`config.mk`:
```
export PLATFORM = sky130hd
export DESIGN_NAME = icache_miss_queue
export DESIGN_NICKNAME = d
export VERILOG_FILES = /design/src/rtl/icache_pkg.sv /design/src/rtl/icache_mq_cam.sv /design/src/rtl/icache_miss_queue.sv
export SDC_FILE = /design/constraint.sdc
export NUM_CORES = 1
export LEC_CHECK = 0
export ABC_AREA = 0
export CORE_AREA = 2 2 297 299
export CTS_CLUSTER_DIAMETER = 80
export CTS_CLUSTER_SIZE = 28
export DETAILED_ROUTE_END_ITERATION = 16
export DIE_AREA = 0 0 299 301
export GPL_TIMING_DRIVEN = 1
export HOLD_SLACK_MARGIN = 0.03
export MAX_ROUTING_LAYER = met4
export PLACE_DENSITY_LB_ADDON = 0.1
export RECOVER_POWER = 50
export SYNTH_ARGS = -nofsm -noshare
export SYNTH_HDL_FRONTEND = slang
export SYNTH_SLANG_ARGS = --single-unit
```
`constraint.sdc`:
```
create_clock -name clk -period 9.15 [get_ports clk]
set_input_delay 0.915 -clock clk [delete_from_list [all_inputs] [get_ports clk]]
set_output_delay 0.915 -clock clk [all_outputs]
set_load 0.02 [all_outputs]
```
`src/rtl/icache_pkg.sv`:
```
// Shared types for the I-cache miss queue: entry state, entry
// bookkeeping and line-address helper.
package icache_pkg;

  typedef enum logic [1:0] {
    FREE,
    WAIT_ISSUE,
    WAIT_RESP,
    FILLED
  } state_e;

  typedef struct packed {
    state_e state;
    logic   discard;
  } entry_t;

  function automatic logic [63:0] line_addr(
    input logic [63:0] pa,
    input int          off_w
  );
    return pa & ~((64'd1 << off_w) - 64'd1);
  endfunction

endpackage

```
`src/rtl/icache_mq_cam.sv`:
```
// Fully associative line-address compare across all live,
// non-discarded queue entries.
module icache_mq_cam
  import icache_pkg::*;
#(
  parameter int ENTRIES = 4,
  parameter int PA_W    = 34
) (
  input  logic [PA_W-1:0] i_addr,
  input  logic [PA_W-1:0] i_tags [ENTRIES],
  input  entry_t          i_meta [ENTRIES],
  output logic            o_hit
);

  always_comb begin
    o_hit = 1'b0;
    for (int i = 0; i < ENTRIES; i++) begin
      if (i_meta[i].state != FREE &&
          !i_meta[i].discard &&
          i_tags[i] == i_addr)
        o_hit = 1'b1;
    end
  end

endmodule

```
`src/rtl/icache_miss_queue.sv`:
```
// Multi-outstanding I-cache miss queue: merges duplicate misses,
// issues line requests to L2 in order and returns refills in order.
module icache_miss_queue
  import icache_pkg::*;
#(
  parameter int PA_W     = 34,
  parameter int LINE_W   = 256,
  parameter int OFFSET_W = 5,
  parameter int ENTRIES  = 4
) (
  input  logic              clk,
  input  logic              rst,
  input  logic              i_miss_valid,
  output logic              o_miss_ready,
  input  logic [PA_W-1:0]   i_miss_pa,
  output logic              o_merge,
  output logic              o_l2_req_valid,
  input  logic              i_l2_req_ready,
  output logic [PA_W-1:0]   o_l2_req_addr,
  input  logic              i_l2_resp_valid,
  output logic              o_l2_resp_ready,
  input  logic [LINE_W-1:0] i_l2_resp_line,
  output logic              o_refill_valid,
  input  logic              i_refill_ready,
  output logic [PA_W-1:0]   o_refill_addr,
  output logic [LINE_W-1:0] o_refill_line,
  input  logic              i_flush,
  output logic              o_busy
);

  localparam int PW = $clog2(ENTRIES);
  localparam int CW = PW + 1;

  entry_t            r_meta [ENTRIES];
  logic [PA_W-1:0]   r_addr [ENTRIES];
  logic [LINE_W-1:0] r_line [ENTRIES];

  logic [PW-1:0] r_alloc, r_issue, r_resp, r_retire;
  logic [CW-1:0] r_count, w_nwi;

  logic [PA_W-1:0] w_la;
  logic w_hit, w_full, w_alloc;
  logic w_iss, w_rsp, w_ret;

  assign w_la = PA_W'(line_addr(64'(i_miss_pa), OFFSET_W));

  icache_mq_cam #(
    .ENTRIES (ENTRIES),
    .PA_W    (PA_W)
  ) u_cam (
    .i_addr (w_la),
    .i_tags (r_addr),
    .i_meta (r_meta),
    .o_hit  (w_hit)
  );

  assign w_full       = r_count == CW'(ENTRIES);
  assign o_miss_ready = !rst && !i_flush && (!w_full || w_hit);
  assign o_merge      = i_miss_valid && o_miss_ready && w_hit;
  assign w_alloc      = i_miss_valid && o_miss_ready && !w_hit;

  assign o_l2_req_valid = r_meta[r_issue].state == WAIT_ISSUE;
  assign o_l2_req_addr  = o_l2_req_valid ? r_addr[r_issue] : '0;
  assign w_iss          = o_l2_req_valid && i_l2_req_ready;

  assign o_l2_resp_ready = !rst && r_meta[r_resp].state == WAIT_RESP;
  assign w_rsp           = o_l2_resp_ready && i_l2_resp_valid;

  assign o_refill_valid = r_meta[r_retire].state == FILLED &&
                          !r_meta[r_retire].discard;
  assign o_refill_addr  = o_refill_valid ? r_addr[r_retire] : '0;
  assign o_refill_line  = o_refill_valid ? r_line[r_retire] : '0;
  // discarded lines drain from the head without waiting on the consumer
  assign w_ret = r_meta[r_retire].state == FILLED &&
                 (r_meta[r_retire].discard || i_refill_ready);

  assign o_busy = r_count != '0;

  always_comb begin
    w_nwi = '0;
    for (int i = 0; i < ENTRIES; i++) begin
      if (r_meta[i].state == WAIT_ISSUE)
        w_nwi = w_nwi + CW'(1);
    end
  end

  always_ff @(posedge clk) begin
    if (rst) begin
      for (int i = 0; i < ENTRIES; i++)
        r_meta[i] <= '{state: FREE, discard: 1'b0};
      r_alloc  <= '0;
      r_issue  <= '0;
      r_resp   <= '0;
      r_retire <= '0;
      r_count  <= '0;
    end else begin
      if (w_alloc) begin
        r_meta[r_alloc] <= '{state: WAIT_ISSUE, discard: 1'b0};
        r_addr[r_alloc] <= w_la;
        r_alloc         <= r_alloc + PW'(1);
      end
      if (w_iss) begin
        r_meta[r_issue].state <= WAIT_RESP;
        r_issue               <= r_issue + PW'(1);
      end
      if (w_rsp) begin
        r_meta[r_resp].state <= FILLED;
        r_line[r_resp]       <= i_l2_resp_line;
        r_resp               <= r_resp + PW'(1);
      end
      if (w_ret) begin
        r_meta[r_retire] <= '{state: FREE, discard: 1'b0};
        r_retire         <= r_retire + PW'(1);
      end
      r_count <= r_count + CW'(w_alloc) - CW'(w_ret);
      // unissued misses vanish; in-flight ones finish silently
      if (i_flush) begin
        for (int i = 0; i < ENTRIES; i++) begin
          unique case (r_meta[i].state)
            WAIT_ISSUE:
              if (w_iss && PW'(i) == r_issue)
                r_meta[i].discard <= 1'b1;
              else
                r_meta[i].state <= FREE;
            WAIT_RESP:
              r_meta[i].discard <= 1'b1;
            FILLED:
              if (!(w_ret && PW'(i) == r_retire))
                r_meta[i].discard <= 1'b1;
            default: ;
          endcase
        end
        r_issue <= r_issue + PW'(w_iss);
        r_alloc <= r_issue + PW'(w_iss);
        r_count <= r_count - CW'(w_ret) - w_nwi + CW'(w_iss);
      end
    end
  end

endmodule

```
==> run metrics <==
port bufs=611; CP endpoint kind=register; slew margin rel.=-0.149; DIE AREA=90000 sq um; core area=86500 sq um; Post-Synthesis Cells=2281; DRT antenna net count=0; number of global-route vias before repair=24309; status=complete, but fails checks; worst path arrival time=5920 ps; die width=299 um; Syn-to-layout area delta=19.1%; crit start category=primary input; Worst path slowest cell=a2111oi_0; Post-DP Area=54500 sq um; total power=0.00902 W; drt pass-1 iters=8; gr ovfl total=0; register area share after synthesis=0.735; 1st-iter DRT viols=1707; Vias/cell=5.75; crit-path max FO=133; clock latency on the worst-skew pair=650 ps; first-pass GRT wire length=156000 um; setup_tns=0 ps; initial antenna violation count=84; DR WL/cell=26.1 um; htree depth=2; Root Driver=clkbuf_16; CTS Buf Count=52; CP cell instances=dlygate4sd3_1 > clkbuf_1 > a2111oi_0 > nand2_1 > inv_8 > buf_12; Max clock buf depth=3; Detailed Place HPWL=66100 um; final instance area=56300 sq um; fmax=0.177 GHz; critical path class=primary input to register; Bufs and invs on worst path=4; commonest non-fill, non-tap cell in the layout=edfxtp_1; largest net degree at the start of global routing=139; final setup fails=0; die height=301 um; final std cells w/o fill=4099; post-CTS setup repair buffer count=0; Worst-Margin Slew=1680 ps; Leak=17.0 nW; share of layout cells above drive strength 1=0.160; violated checks=max-capacitance violations, max-slew violations; data required time of the worst path=9410 ps; synth warn=0; Filler Cell Count=5788; final count of hold timing violations=0; RSZ-0062 raised after global routing=no; Largest stage delay, worst path=1530 ps; Synth Register Bits=1165; cts hold-fix bufs=0; Std-Cell Rows=108; placed cells=3959; total clock sinks=1165; cell family with most CP delay=buffers and inverters; Remaining DRCs=0; CTS tree=built; Placer Congestion=0.878; fin nets=3182; synthesized area per cell=20.7 sq um; total track usage=0.241; hold crit path type=register to register; DRT Wirelength=107000 um; final max-slew violation count=7; post-CTS sizing=0; Peak VDD IR=0.181 mV; PD cells=160 nW/um^2; IO Pins=627; Period Utilization, post-route=0.618; commonest cells after routing, fill and taps aside=edfxtp_1 (1140), clkdlybuf4s50_1 (325), mux4_2 (317), dlygate4sd3_1 (286), nor2b_1 (258); Cell variety after synth=52; Starting Density=0.547; skew final=34.1 ps; Max Cap Violations=1; Worst-path clk slew=110 ps; Worst Hold Margin=553 ps; fin crit period=5650 ps; via count=23586; mapped cell area=47300 sq um
==> final timing paths <==
path,from,to,slack (ps),depth (start not counted)
max,rst,r_line[3][229],3500,6
max reg2reg,r_meta[2],r_line[3][229],4160,5
min reg2reg,r_meta[0],r_meta[0],550,2
min,r_meta[0],r_meta[0],550,2
==> kinds of logic after synthesis <==
| group | share of synthesized area |
|---|---|
| XOR/XNOR | 0.0237 |
| AND/OR/NAND/NOR | 0.0573 |
| adder cells (fa/ha/maj) | 0.00762 |
| multiplexers | 0.152 |
| buffers and inverters | 0.0170 |
| AO/OA/AOI/OAI | 0.00791 |
| flip-flops | 0.735 |
| other | 0.0000793 |
==> worst register-to-register path, cell delays in order, from the launching register on <==
cell and delay (ps):
dfxtp_1 540, a32oi_1 190, a2111oi_0 1430, nand2_1 510
inv_8 780, buf_12 770
==> final cells by class <==
type | instances | area [sq um] | area share
Sequential cell | 1165 | 34700 | 0.617
Multi-Input combinational cell | 976 | 11800 | 0.209
Timing Repair Buffer | 635 | 6380 | 0.113
Tap cell | 1155 | 1450 | 0.0257
Clock buffer | 56 | 1360 | 0.0241
Clock inverter | 21 | 307 | 0.00544
Antenna cell | 63 | 158 | 0.00280
Inverter | 28 | 135 | 0.00240
==> synthesized netlist by cell type (all sizes together) <==
cell	n	area (sq um)
a2111oi	1	27.5
a211oi	2	15.0
a21boi	1	7.51
a21oi	4	20.0
a221oi	1	8.76
a22oi	4	30.0
a311oi	4	35.0
a31oi	1	6.26
a32oi	1	8.76
and2	30	188
and3	1	6.26
and3b	1	8.76
buf	78	534
clkbuf	43	163
clkinv	2	7.51
conb	1	3.75
dfxtp	25	500
edfxtp	1140	34200
fa	3	60.1
ha	24	300
inv	26	97.6
mux2i	4	40.0
mux4	317	7140
nand2	31	116
nand2b	5	31.3
nand3	10	50.1
nand4	8	50.1
nor2	24	97.6
nor2b	288	1880
nor3	8	40.0
nor3b	5	37.5
nor4	30	188
o211ai	4	30.0
o21ai	2	10.0
o21bai	1	7.51
o22ai	10	75.1
o2bb2ai	4	35.0
o311a	4	40.0
o311ai	2	17.5
or2	2	12.5
or3	1	6.26
xnor2	12	105
xor2	116	1020
==> per-layer routing <==
| layer | share of wire | up-vias | global-route usage | wire length (um) |
|---|---|---|---|---|
| li1 | - | 10323 | - | - |
| met2 | 0.51 | 810 | 0.389 | 54200 |
| met4 | 0.029 | 0 | 0.0724 | 3140 |
| met5 | 0 | - | - | 0 |
| met1 | 0.38 | 12289 | 0.295 | 40300 |
| met3 | 0.086 | 164 | 0.0728 | 9210 |
==> sequential cells by signal, indices dropped and copies added (netlist names), named ones only <==
name	cells
r_issue	2
r_meta	12
r_resp	2
r_retire	2
r_alloc	2
r_line	1024
r_addr	116
r_count	3
==> power breakdown <==
part	switching, W	internal, W	leakage [nW]
logic	0.000171	0.000163	5.75
clock network	0.00159	0.00122	0.804
registers	0.0000116	0.00586	10.5
total	0.00178	0.00725	17.0
==> per-stage QoR <==
stage / worst slack (ps) / utilization
floorplan: 2110 / -
global placement: 4080 / 0.630
detailed placement: 4060 / 0.630
CTS: 3680 / 0.650
global route: 3230 / 0.651
finish: 3500 / 0.651
(Power assumes the default switching activity.)
